$ cat src/rtl/fetch_sequencer.sv
// Sweeps the two-bank fetch datapath address by address, parity-checks every word
// and hands each one to a downstream consumer over a valid/ready stream.
module fetch_sequencer #(
  parameter int unsigned ADDR_W      = 4,
  parameter int unsigned DATA_W      = 8,
  parameter int unsigned LAST_ADDR   = 15,
  parameter bit          ODD_PARITY  = 1'b0,
  parameter bit          STOP_ON_ERR = 1'b0
) (
  input  logic              clk,
  input  logic              rst_n,
  input  logic              start,
  input  logic              abort,
  output logic [ADDR_W-1:0] count_o,
  input  logic [DATA_W-1:0] num_i,
  input  logic              parity_i,
  output logic [DATA_W-1:0] out_data,
  output logic              out_par_ok,
  output logic              out_valid,
  input  logic              out_ready,
  output logic              busy,
  output logic              done,
  output logic [ADDR_W:0]   err_count
);

  localparam int unsigned ERR_W = ADDR_W + 1;
  localparam logic [ADDR_W-1:0] LAST = ADDR_W'(LAST_ADDR);

  typedef enum logic [1:0] {
    S_IDLE  = 2'd0,
    S_FETCH = 2'd1,
    S_OUT   = 2'd2,
    S_DONE  = 2'd3
  } state_t;

  state_t            r_state;
  state_t            w_next;
  logic [ADDR_W-1:0] r_count;
  logic [ADDR_W-1:0] w_count;
  logic [DATA_W-1:0] r_data;
  logic [DATA_W-1:0] w_data;
  logic              r_par_ok;
  logic              w_par_ok;
  logic              r_valid;
  logic              w_valid;
  logic              r_busy;
  logic              r_done;
  logic [ERR_W-1:0]  r_err;
  logic [ERR_W-1:0]  w_err;
  logic              w_word_ok;

  assign w_word_ok = ((^{num_i, parity_i}) == ODD_PARITY);

  // State and datapath registers; busy/done are registered copies of the next state.
  always_ff @(posedge clk or negedge rst_n) begin
    if (!rst_n) begin
      r_state  <= S_IDLE;
      r_count  <= '0;
      r_data   <= '0;
      r_par_ok <= 1'b0;
      r_valid  <= 1'b0;
      r_busy   <= 1'b0;
      r_done   <= 1'b0;
      r_err    <= '0;
    end else begin
      r_state  <= w_next;
      r_count  <= w_count;
      r_data   <= w_data;
      r_par_ok <= w_par_ok;
      r_valid  <= w_valid;
      r_busy   <= (w_next != S_IDLE);
      r_done   <= (w_next == S_DONE);
      r_err    <= w_err;
    end
  end

  // Next-state and next-value logic; abort always beats a same-cycle handshake.
  always_comb begin
    w_next   = r_state;
    w_count  = r_count;
    w_data   = r_data;
    w_par_ok = r_par_ok;
    w_valid  = r_valid;
    w_err    = r_err;
    case (r_state)
      S_IDLE: begin
        if (start && !abort) begin
          w_count = '0;
          w_err   = '0;
          w_next  = S_FETCH;
        end
      end
      S_FETCH: begin
        if (abort) begin
          w_valid = 1'b0;
          w_next  = S_IDLE;
        end else begin
          w_data   = num_i;
          w_par_ok = w_word_ok;
          w_valid  = 1'b1;
          if (!w_word_ok) begin
            w_err = r_err + ERR_W'(1);
          end
          w_next = S_OUT;
        end
      end
      S_OUT: begin
        if (abort) begin
          w_valid = 1'b0;
          w_next  = S_IDLE;
        end else if (out_ready) begin
          w_valid = 1'b0;
          if ((r_count == LAST) || (STOP_ON_ERR && !r_par_ok)) begin
            w_next = S_DONE;
          end else begin
            w_count = r_count + ADDR_W'(1);
            w_next  = S_FETCH;
          end
        end
      end
      S_DONE: begin
        w_valid = 1'b0;
        w_next  = S_IDLE;
      end
      default: begin
        w_next = S_IDLE;
      end
    endcase
  end

  assign count_o    = r_count;
  assign out_data   = r_data;
  assign out_par_ok = r_par_ok;
  assign out_valid  = r_valid;
  assign busy       = r_busy;
  assign done       = r_done;
  assign err_count  = r_err;

endmodule

$ cat config.mk
export PLATFORM = sky130hd
export DESIGN_NAME = fetch_sequencer
export DESIGN_NICKNAME = d
export VERILOG_FILES = /design/src/rtl/fetch_sequencer.sv
export SDC_FILE = /design/constraint.sdc
export NUM_CORES = 1
export LEC_CHECK = 0
export ABC_AREA = 1
export CORE_ASPECT_RATIO = 2
export CORE_MARGIN = 2
export CORE_UTILIZATION = 40
export DETAILED_ROUTE_END_ITERATION = 7
export PLACE_DENSITY_LB_ADDON = 0.2
export SYNTH_ARGS = -nofsm -noshare
export SYNTH_HDL_FRONTEND = slang
export SYNTH_SLANG_ARGS = --single-unit
$ cat constraint.sdc
create_clock -name clk -period 1.8 [get_ports clk]
set_clock_uncertainty 0.2 [all_clocks]
set_input_delay 0.36 -clock clk [delete_from_list [all_inputs] [get_ports clk]]
set_output_delay 0.36 -clock clk [all_outputs]
set_load 0.02 [all_outputs]
==> results.md, run 1 <==
* Run status: completed
* TritonCTS Buffers at 3
* Vias in the first global route at 1,141
* Hold buffers post-CTS at 0
* Io pins at 35
* Max VDD drop at 0.5581 mV
* Count of final hold-check violations at 0
* DR iter-0 viols at 19
* Simple-gate share of the synthesized area at between 30% and 40%
* Peak fanout along the critical path at 1
* Crit share post-route at 96.30%
* Router iterations before antenna repair at 4
* Initial antenna violation count at 0
* Hold crit path type: primary input to async pin
* Largest family of logic cells by synthesized area: simple AND/OR/NAND/NOR gates
* Relative slew margins at 78.15%
* # setup viols final at 0
* Distinct cells, synth at 22
* Worst setup margin at 0.06653 ns
* Routed vias at 1,160
* Final core utilization at about three fifths
* Max-slew violations at 0
* Total Wirelength at 2718 um
* RSZ-0062 raised after global routing: false
* Skew-Pair Late Insertion Delay at 0.25 ns
* Global-route wire length before repair at 4519 um
* Crit path max-delay family: buffers and inverters
* Syn Inst Count at 157
* Critical Path Max Stage Delay at 0.59 ns
* Port Buffers at 34
* Synth Area in Adders at 2.002%
* Leakage power at 1.110 nW
* Worst-Margin Slew at 0.3272 ns
* Total grt overflow at 0
* CP Launch Type: register
* # fillers at 274
* Synth top area share at a little under half
* Largest net degree at the start of global routing at 24
* Chip Height at 83.06 um
* Layout Nets at 225
* Longest Clk Path Bufs at 2
* Ranking of synthesized cells by area: dfrtp_1 (46%), nand2_1 (18%), o21ai_2 (5.6%)
* # diodes at 0
* Post-Layout Inst Area at 1805 um^2
* CTS tree: done
* CP max-delay cell: clkdlybuf4s50_1
* Yosys top cell by area: dfrtp_1
* Most common cell after layout, fill and taps aside: nand2_1
* Layout cells sized above 1 at 21.63%
* Commonest non-fill, non-tap cells in the layout: nand2_1 (58), dfrtp_1 (23), dlymetal6s2s_1 (16)
* Setup WS pre-CTS at -0.2676 ns
* Worst EP arrival at 1.17 ns
* Crit path buf inv count at 1
* Syn_nets at approximately 170
* Seq/Total Area, Yosys at between 40% and 50%
* CORE AREA at slightly below 3000 um^2
* Worst setup EP type: output port
* CP cell instances: clkdlybuf4s50_1
* Yosys warnings at 0
* Mapped Avg Cell Area at 7.961 um^2
* Power Dens Cells at 796.6 nW/um^2
* Post-synthesis mux area share at less than 1%
* Die area at 3615 um^2
* FMAX at 0.5769 GHz
* Die Span X at 43.53 um
* CTS root buffer: clkbuf_8
* Synthesized cell area at 1250 um^2
* Cell Area, Placed at 1707 um^2
* Via-per-instance ratio at 4.874
* Complex-gate fraction of the synthesized area at 8.909%
* Crit path kind: register to output port
* Clk slew on worst S/H paths at 0.08 ns
* Post-Synth XOR/XNOR Area at 2.102%
* H-tree depth at 1
* # rows at 28
* Critical path required time at 1.24 ns
* Routability congestion estimate at 0.8127
* Starting Density at 41.97%
* Layout area overhead at 44.44%
* # DRC at 0
* Synthesized flop and latch total at 23
* Clk sink count at 23
* Hpwl dp at around 2100 um
* Fin crit period at 1.733 ns
* Tot GR Track Use at between 15 and 20%
* Wire per inst at 11.42 um
* Max Cap Viol at 0
* Post-DRT Antenna Nets at 0
==> state kept, by name, summed over array words and instances (netlist names) <==
name and count:
out_valid 1, count_o 4, done 1, busy 1
err_count 5, out_data 8, out_par_ok 1, r_state 2
==> repair_timing <==
item                                    CTS  global route
resized for setup                        11            20
pin swaps                                 0             4
buffers inserted                          0             2
endpoints found under the setup margin   11            13
==> worst paths after layout <==
path / from / to / slack, ns / depth (start not counted)
max: done / done / 0.07 / 1
min: rst_n / count_o[0] / 0.25 / 2
max reg2reg: r_state[0] / err_count[1] / 0.27 / 8
min reg2reg: out_data[2] / out_data[2] / 0.28 / 2
max in group asynchronous: rst_n / r_state[0] / 0.91 / 2
min in group clk: out_data[2] / out_data[2] / 0.28 / 2
==> layout make-up <==
cell class | count | area (um^2) | area share [%]
clock buffer | 4 | 45.04 | 2.495
timing repair buffer | 48 | 471.7 | 26.13
sequential | 23 | 575.6 | 31.88
tap | 30 | 37.54 | 2.079
inverter | 20 | 75.07 | 4.158
multi-input combinational | 113 | 600.6 | 33.26
==> through the flow <==
| stage | TNS (ns) | cells | hold slack [ns] | power (W) |
|---|---|---|---|---|
| floorplan | 0 | 157 | -0.1356 | 0.0009134 |
| global placement | -1.519 | 232 | 0.2588 | 0.001155 |
| detailed placement | -1.817 | 232 | 0.2661 | 0.001170 |
| CTS | 0 | 236 | 0.2632 | 0.001472 |
| global route | 0 | 238 | 0.2709 | 0.001533 |
| finish | 0 | 238 | 0.2544 | 0.001438 |
==> routing by layer <==
metal / part of all wire, % / wire length, um / track usage [%]
met5: 0 / 0 / 0
met4: 0.81 / 22 / 4.132
met3: 4.2 / 113 / 2.609
met2: 58 / 1566 / 28.63
met1: 37 / 1016 / 17.64
==> cell families (layout without fill, tap and decap cells) <==
| logic type | after synthesis | count (layout) |
|---|---|---|
| compound gates | 15 | 15 |
| simple gates | 92 | 92 |
| xor+xnor | 3 | 3 |
| mux | 1 | 1 |
| flops | 23 | 23 |
| fa+ha+maj | 2 | 2 |
| buf+inv | 21 | 72 |
==> power breakdown <==
part	switching [W]	total (W)	internal (W)	leakage [nW]
logic	0.000268	0.000485	0.000217	0.786
registers	0.0000489	0.000643	0.000594	0.301
clock network	0.000153	0.000310	0.000157	0.0228
==> synthesized netlist by cell type <==
library cell / n
a21oi_1: 2
ha_1: 2
dfrtp_1: 23
o41ai_1: 1
inv_1: 13
nand2_2: 3
nand3_2: 3
nand2_1: 60
xor2_1: 3
o21ai_0: 2
mux2i_1: 1
buf_6: 1
nor2_4: 1
nor3_1: 1
nor2_1: 10
nand3_4: 1
o21ai_2: 8
o21a_1: 1
o21ai_1: 1
nor3_2: 1
inv_2: 7
nand3_1: 12
No activity file was read; power rests on OpenSTA's default activity.
==> run 2, diff against run 1 <==
--- a/config.mk
+++ b/config.mk
@@ -10,6 +10,7 @@
 export CORE_MARGIN = 2
 export CORE_UTILIZATION = 40
 export DETAILED_ROUTE_END_ITERATION = 7
+export GPL_TIMING_DRIVEN = 0
 export PLACE_DENSITY_LB_ADDON = 0.2
 export SYNTH_ARGS = -nofsm -noshare
 export SYNTH_HDL_FRONTEND = slang
==> run 2 against run 1 <==
Against the previous run:
- die area unchanged
- sequential power about the same
- wire length up 2.3%
- maximum frequency down 1.0%
- largest cell class unchanged
- largest power group unchanged
==> results.md, run 2 (synthesis gave the netlist of run 1 again) <==
* Run status: completed
* Skew-Pair Late Insertion Delay at 0.27 ns (+0.02 ns)
* Hold crit path type: primary input to register
* CTS root buffer: clkbuf_8
* Reg-to-reg startpoint: r_state[0]
* FMAX at 0.5709 GHz (-1.0%)
* # diodes at 0 (unchanged)
* RSZ-0062 raised after global routing: false
* Max Cap Viol at 0 (unchanged)
* Power Dens Cells at 835.7 nW/um^2 (+4.9%)
* Global-route wire length before repair at 4629 um (+2.4%)
* Total Wirelength at 2780 um (+2.3%)
* Io pins at 35 (unchanged)
* Largest net degree at the start of global routing at 24 (unchanged)
* CP cell instances: clkdlybuf4s50_1
* RR Endpoint: out_data[2]
* Post-DRT Antenna Nets at 0 (unchanged)
* WHS Path Cells at 3
* Max VDD drop at 0.5241 mV (-6.1%)
* Longest Clk Path Bufs at 2 (unchanged)
* Die Span X at 43.53 um (unchanged)
* Fin Hold WS at 0.2093 ns (-0.04502 ns)
* Worst setup EP type: output port
* Port Buffers at 34 (unchanged)
* DR iter-0 viols at 15 (-4)
* Chip Height at 83.06 um (unchanged)
* Relative slew margins at 28.91% (-49 points)
* Switching Share at 33.88% (+1.2 points)
* NetSw at 0.0004849 W (+3.3%)
* Routability congestion estimate at 0.7793 (-4.1%)
* # DRC at 0 (unchanged)
* Reg power frac at 44.9% (+0.2 points)
* H-tree depth at 1 (unchanged)
* Vias in the first global route at 1,100 (-3.6%)
* Worst-Margin Slew at 1.063 ns (+0.7358 ns)
* Tot GR Track Use at 16.83% (+1.2 points)
* Critical Path Source: busy
* Peak fanout along the critical path at 1 (unchanged)
* Leakage power at 1.019 nW (-8.2%)
* CP max-delay cell: clkdlybuf4s50_1
* # setup viols final at 0 (unchanged)
* Layout Nets at 213 (-5.3%)
* Via-per-instance ratio at 5.084 (+4.3%)
* GRT met1 Usage at 17.06% (-0.58 points)
* Crit share post-route at 97.31% (+1.0 points)
* Crit path max-delay family: buffers and inverters
* TritonCTS Buffers at 3 (unchanged)
* Clock Power Share at 22.9% (+1.3 points)
* Clk sink count at 23 (unchanged)
* Initial antenna violation count at 0 (unchanged)
* Layout cells sized above 1 at 18.88% (-2.8 points)
* # rows at 28 (unchanged)
* Count of final hold-check violations at 0 (unchanged)
* Internal at 0.0009465 W (-2.3%)
* Worst EP arrival at 1.19 ns (+0.02 ns)
* Crit path buf inv count at 1 (unchanged)
* Number of flip-flops in the largest register at 8 (unchanged)
* Hold path start: num_i[3]
* Hpwl dp at 2129 um (+0.33%)
* Commonest non-fill, non-tap cells in the layout: nand2_1 (58), dfrtp_1 (23), dlygate4sd2_1 (14)
* CTS tree: done
* R2R cell count at 8 (unchanged)
* Routed vias at 1,149 (-0.95%)
* Crit path kind: register to output port
* # fillers at 286 (+4.4%)
* Clk slew on worst S/H paths at 0.08 ns (about the same)
* Hold buffers post-CTS at 0 (unchanged)
* Fin crit period at 1.752 ns (+0.01810 ns)
* Setup TNS at 0 ns (unchanged)
* Total grt overflow at 0 (unchanged)
* CORE AREA at 2978 um^2 (unchanged)
* Gr busiest metal: met2
* Die area at 3615 um^2 (unchanged)
* Max-slew violations at 0 (unchanged)
* CP Launch Type: register
* Layout area overhead at 37.04%
* GR Util met3 at 2.174% (-0.43 points)
* Starting Density at 41.97% (unchanged)
* Combinational share of power at 32.2% (-1.5 points)
* Router iterations before antenna repair at 4 (unchanged)
* Critical path required time at 1.24 ns (about the same)
* Most common cell after layout, fill and taps aside: nand2_1
* Hold EP: out_data[3]
* Met2 Use GR at 30.66% (+2.0 points)
* Wire per inst at 12.30 um (+7.7%)
* Critical Path Max Stage Delay at 0.59 ns (about the same)
* Register-to-Register Setup Slack at 0.19 ns (-0.08 ns)
run 2: per-layer routing:
layer	wire length [um]	up-vias
met3	101	5
li1	-	578
met5	0	-
met4	70	0
met1	1079	539
met2	1528	27
run 2: tightest hold or removal path, delay by kind of cell:
kind,cells,cell delay [ns]
AOI/OAI and AO/OA,1,0.05
buffers and inverters,2,0.23
run 2: cell type report:
cell class | count | area (um^2) | area share (%)
multi-input combinational | 113 | 605.6 | 35.35
sequential | 23 | 575.6 | 33.60
timing repair buffer | 35 | 362.8 | 21.18
inverter | 20 | 75.07 | 4.383
clock buffer | 4 | 45.04 | 2.630
tap | 30 | 37.54 | 2.191
buffer | 1 | 11.26 | 0.6574
run 2: per-stage QoR:
stage	worst slack, ns	instance area, um^2	total power (W)	instances	util, %
after floorplan	0.2719	1250	0.0009134	157	-
after global placement	-0.2299	1628	0.001138	221	54.66
after detailed placement	-0.2918	1628	0.001151	221	54.66
after CTS	0.003137	1668	0.001455	226	56.01
after global routing	0.0002750	1713	0.001512	226	57.52
final	0.04843	1713	0.001431	226	57.52
run 2: worst max path at each step:
stage	end	slack, ns	cells after the start
floorplan	count_o[0]	0.27	6
global placement	err_count[4]	-0.23	12
detailed placement	err_count[1]	-0.29	12
CTS	err_count[1]	0.003	12
global route	count_o[1]	0.0003	8
finish	busy	0.05	1
run 2: power groups by stage:
| stage | registers (W) | logic [W] | clock network (W) |
|---|---|---|---|
| after global routing | 0.000653 | 0.000504 | 0.000355 |
| after floorplan | 0.000745 | 0.000168 | 0 |
| after CTS | 0.000647 | 0.000470 | 0.000338 |
| final | 0.000643 | 0.000461 | 0.000328 |
| after detailed placement | 0.000658 | 0.000492 | 0 |
| after global placement | 0.000653 | 0.000485 | 0 |
run 2: timing repair:
item,CTS,global route
setup buffers,1,0
cloned,0,0
pin swaps,2,3
resized for setup,15,21
setup endpoints to repair,20,13
==> run 3, diff against run 2 <==
--- a/config.mk
+++ b/config.mk
@@ -5,13 +5,13 @@
 export SDC_FILE = /design/constraint.sdc
 export NUM_CORES = 1
 export LEC_CHECK = 0
-export ABC_AREA = 1
 export CORE_ASPECT_RATIO = 2
 export CORE_MARGIN = 2
 export CORE_UTILIZATION = 40
 export DETAILED_ROUTE_END_ITERATION = 7
 export GPL_TIMING_DRIVEN = 0
 export PLACE_DENSITY_LB_ADDON = 0.2
+export SKIP_LAST_GASP = 1
 export SYNTH_ARGS = -nofsm -noshare
 export SYNTH_HDL_FRONTEND = slang
 export SYNTH_SLANG_ARGS = --single-unit
==> run 3 against run 2 <==
Against the previous run:
- the run now ends with negative setup slack left
- synthesized cell count fell by 39%
- hold slack got worse by 0.074 ns
- design area fell by 4.2%
- critical path type is now register to register
- largest power group unchanged
==> results.md, run 3 <==
* Run status: finished with violations
* Violated checks: negative setup slack
* Worst setup margin at -0.03424 ns (-0.08268 ns)
* Longest Clk Path Bufs at 2 (unchanged)
* Seq/Total Area, Yosys at 51.45% (+5.4 points)
* Hpwl dp at 1866 um (-12%)
* Critical path required time at 1.81 ns (+0.57 ns)
* Io pins at 35 (unchanged)
* # fillers at 229 (-20%)
* Routed vias at 873 (-24%)
* Post-DRT Antenna Nets at 0 (unchanged)
* # DRC at 0 (unchanged)
* Port Buffers at 34 (unchanged)
* Worst-Margin Slew at 1.026 ns (-0.03754 ns)
* Layout Nets at 156 (-27%)
* Routability congestion estimate at 0.6935 (-11%)
* Synth top area share at 51.45% (+5.4 points)
* Fin crit period at 1.834 ns (+0.08268 ns)
* Mapped Avg Cell Area at 11.65 um^2 (+46%)
* Synthesized cell area at 1119 um^2 (-11%)
* Reg power frac at 44.3% (-0.6 points)
* Worst EP arrival at 1.84 ns (+0.65 ns)
* Most common cell after layout, fill and taps aside: dfrtp_1
* CTS tree: done
* Gr busiest metal: met2
* Max Cap Viol at 0 (unchanged)
* H-tree depth at 1 (unchanged)
* Chip Height at 78.79 um (-5.1%)
* Peak fanout along the critical path at 8 (+7)
* DR iter-0 viols at 6 (-9)
* EDFF count, synth at 0 (unchanged)
* Relative slew margins at 31.42% (+2.5 points)
* Ranking of synthesized cells by area: dfrtp_1 (51%), mux2_2 (8.1%), nand3_1 (3.1%)
* Vias in the first global route at 879 (-20%)
* Internal at 0.001050 W (+11%)
* Crit path kind: register to register
* Total grt overflow at 0 (unchanged)
* GRT met1 Usage at 18.44% (+1.4 points)
* Skew-Pair Late Insertion Delay at 0.27 ns (about the same)
* Crit share post-route at 101.9% (+4.6 points)
* Hold buffers post-CTS at 0 (unchanged)
* Area of the multi-input gates at 580.6 um^2 (-4.1%)
* Clock Power Share at 20.6% (-2.3 points)
* # setup viols final at 3 (+3)
* # diodes at 0 (unchanged)
* Leakage power at 0.8783 nW (-14%)
* Total Wirelength at 2555 um (-8.1%)
* Worst setup EP type: register
* Syn_nets at 112 (-35%)
* Initial antenna violation count at 0 (unchanged)
* GR Util met3 at 1.676% (-0.50 points)
* Yosys warnings at 0 (unchanged)
* Clk slew on worst S/H paths at 0.08 ns (about the same)
* Switching Share at 32.19% (-1.7 points)
* Asr flop ratio synth at 100.0% (unchanged)
* Max-slew violations at 0 (unchanged)
* Met2 Use GR at 31.72% (+1.1 points)
* CTS root buffer: clkbuf_8
* Router iterations before antenna repair at 4 (unchanged)
* Starting Density at 41.39% (-0.59 points)
* Power Dens Cells at 942.8 nW/um^2 (+13%)
* Layout area overhead at 46.76%
* Max VDD drop at 0.5615 mV (+7.1%)
* Top_reg_cell synth: dfrtp_1
* CORE AREA at 2703 um^2 (-9.2%)
* Distinct cells, synth at 34 (+55%)
* Register-to-Register Setup Slack at -0.03 ns (-0.22 ns)
* Clk sink count at 23 (unchanged)
* Most numerous cell in the Yosys netlist: dfrtp_1
* Fin Hold WS at 0.1356 ns (-0.07375 ns)
* Combinational share of power at 35.1% (+2.9 points)
* Synthesized flop and latch total at 23 (unchanged)
* NetSw at 0.0004982 W (+2.7%)
* Layout cells sized above 1 at 27.34% (+8.5 points)
* Hold crit path type: primary input to register
* Count of final hold-check violations at 0 (unchanged)
* Via-per-instance ratio at 5.196 (+2.2%)
* TritonCTS Buffers at 3 (unchanged)
* Largest net degree at the start of global routing at 24 (unchanged)
* FF+latch area at 578.1 um^2 (+0.43%)
* Final core utilization at 60.74% (+3.2 points)
* Wire per inst at 15.21 um (+24%)
* Global-route wire length before repair at 3926 um (-15%)
* Number of flip-flops in the largest register at 8 (unchanged)
* CP Launch Type: register
* Syn Inst Count at 96 (-39%)
* Commonest cells in the synthesized netlist: dfrtp_1 (23), mux2_2 (8), nand3_1 (7)
* RSZ-0062 raised after global routing: true
* Die Span X at 41.39 um (-4.9%)
* Yosys top cell by area: dfrtp_1
* Tot GR Track Use at 17.58% (+0.74 points)
* # rows at 27 (-3.6%)
* FMAX at 0.5452 GHz (-4.5%)
* Commonest non-fill, non-tap cells in the layout: dfrtp_1 (21), dlygate4sd2_1 (13), dlymetal6s2s_1 (9)
* Die area at 3261 um^2 (-9.8%)
[run 3: cell types whose count changed after synthesis, moves of 4 or more]
cell,delta
nor2_1,-6
inv_1,-8
nand2_1,-55
mux2_2,+8
nand3_1,-5
o21ai_2,-8
inv_2,-7
o21ai_0,+4
[run 3: logic make-up (layout without fill, tap and decap cells)]
logic type	Yosys count	after routing	synth area share (%)
XOR/XNOR	6	6	7.271
flip-flops	23	23	51.45
AO/OA/AOI/OAI	17	17	10.29
multiplexers	10	10	10.96
adder cells (fa/ha/maj)	2	2	2.237
buffers and inverters	6	49	2.125
AND/OR/NAND/NOR	32	32	15.66
[run 3: final cells by class]
| cell class | count | area share, % |
|---|---|---|
| well taps | 29 | 2.210 |
| clock buffers | 4 | 2.744 |
| plain buffers | 1 | 0.4573 |
| repair buffers | 39 | 22.87 |
| inverters | 5 | 1.143 |
| multi-input cells | 67 | 35.37 |
| flip-flops and latches | 23 | 35.21 |
[run 3: metal layers]
metal,up-vias,wire length (um)
li1,426,-
met1,415,893
met2,27,1484
met3,5,122
met4,0,56
met5,-,0
[run 3: what timing repair did]
action                     in CTS  in global routing
pin swaps                      10                  0
resized for setup              52                 12
setup buffers                   3                  2
setup endpoints to repair      17                 14
[run 3: worst paths after layout]
check,start,end,cells past startpoint
worst min-delay path,num_i[4],out_data[4],2
min in group asynchronous,rst_n,err_count[3],1
worst max-delay path,r_state[1],err_count[4],6
worst min register to register,out_par_ok,out_par_ok,1
max in group asynchronous,rst_n,r_state[1],1
worst max register to register,r_state[1],err_count[4],6
[run 3: stage by stage]
step	worst slack, ns	TNS, ns	cell area, um^2	power (W)	std cells
after floorplan	-0.09203	-0.1838	1129	0.0009790	96
after global placement	-0.6805	-5.393	1505	0.001244	159
after detailed placement	-0.7032	-6.504	1505	0.001257	159
after CTS	-0.01420	-0.02388	1593	0.001564	166
after global routing	-0.1128	-0.4164	1642	0.001635	168
final	-0.03424	-0.03972	1642	0.001548	168
[run 3: critical path, stage by stage, from the launching register on]
cell and delay (ns):
dfrtp_2 0.47, nor3b_2 0.21, buf_4 0.14, and2_4 0.14, mux2i_4 0.08, a2111oi_2 0.39
a211o_1 0.15
[run 3: power by group through the flow]
stage	logic (W)	registers (W)	clock network, W
after detailed placement	0.000560	0.000697	0
after global routing	0.000581	0.000704	0.000349
after floorplan	0.000169	0.000811	0
after global placement	0.000552	0.000692	0
final	0.000544	0.000686	0.000318
after CTS	0.000549	0.000689	0.000325
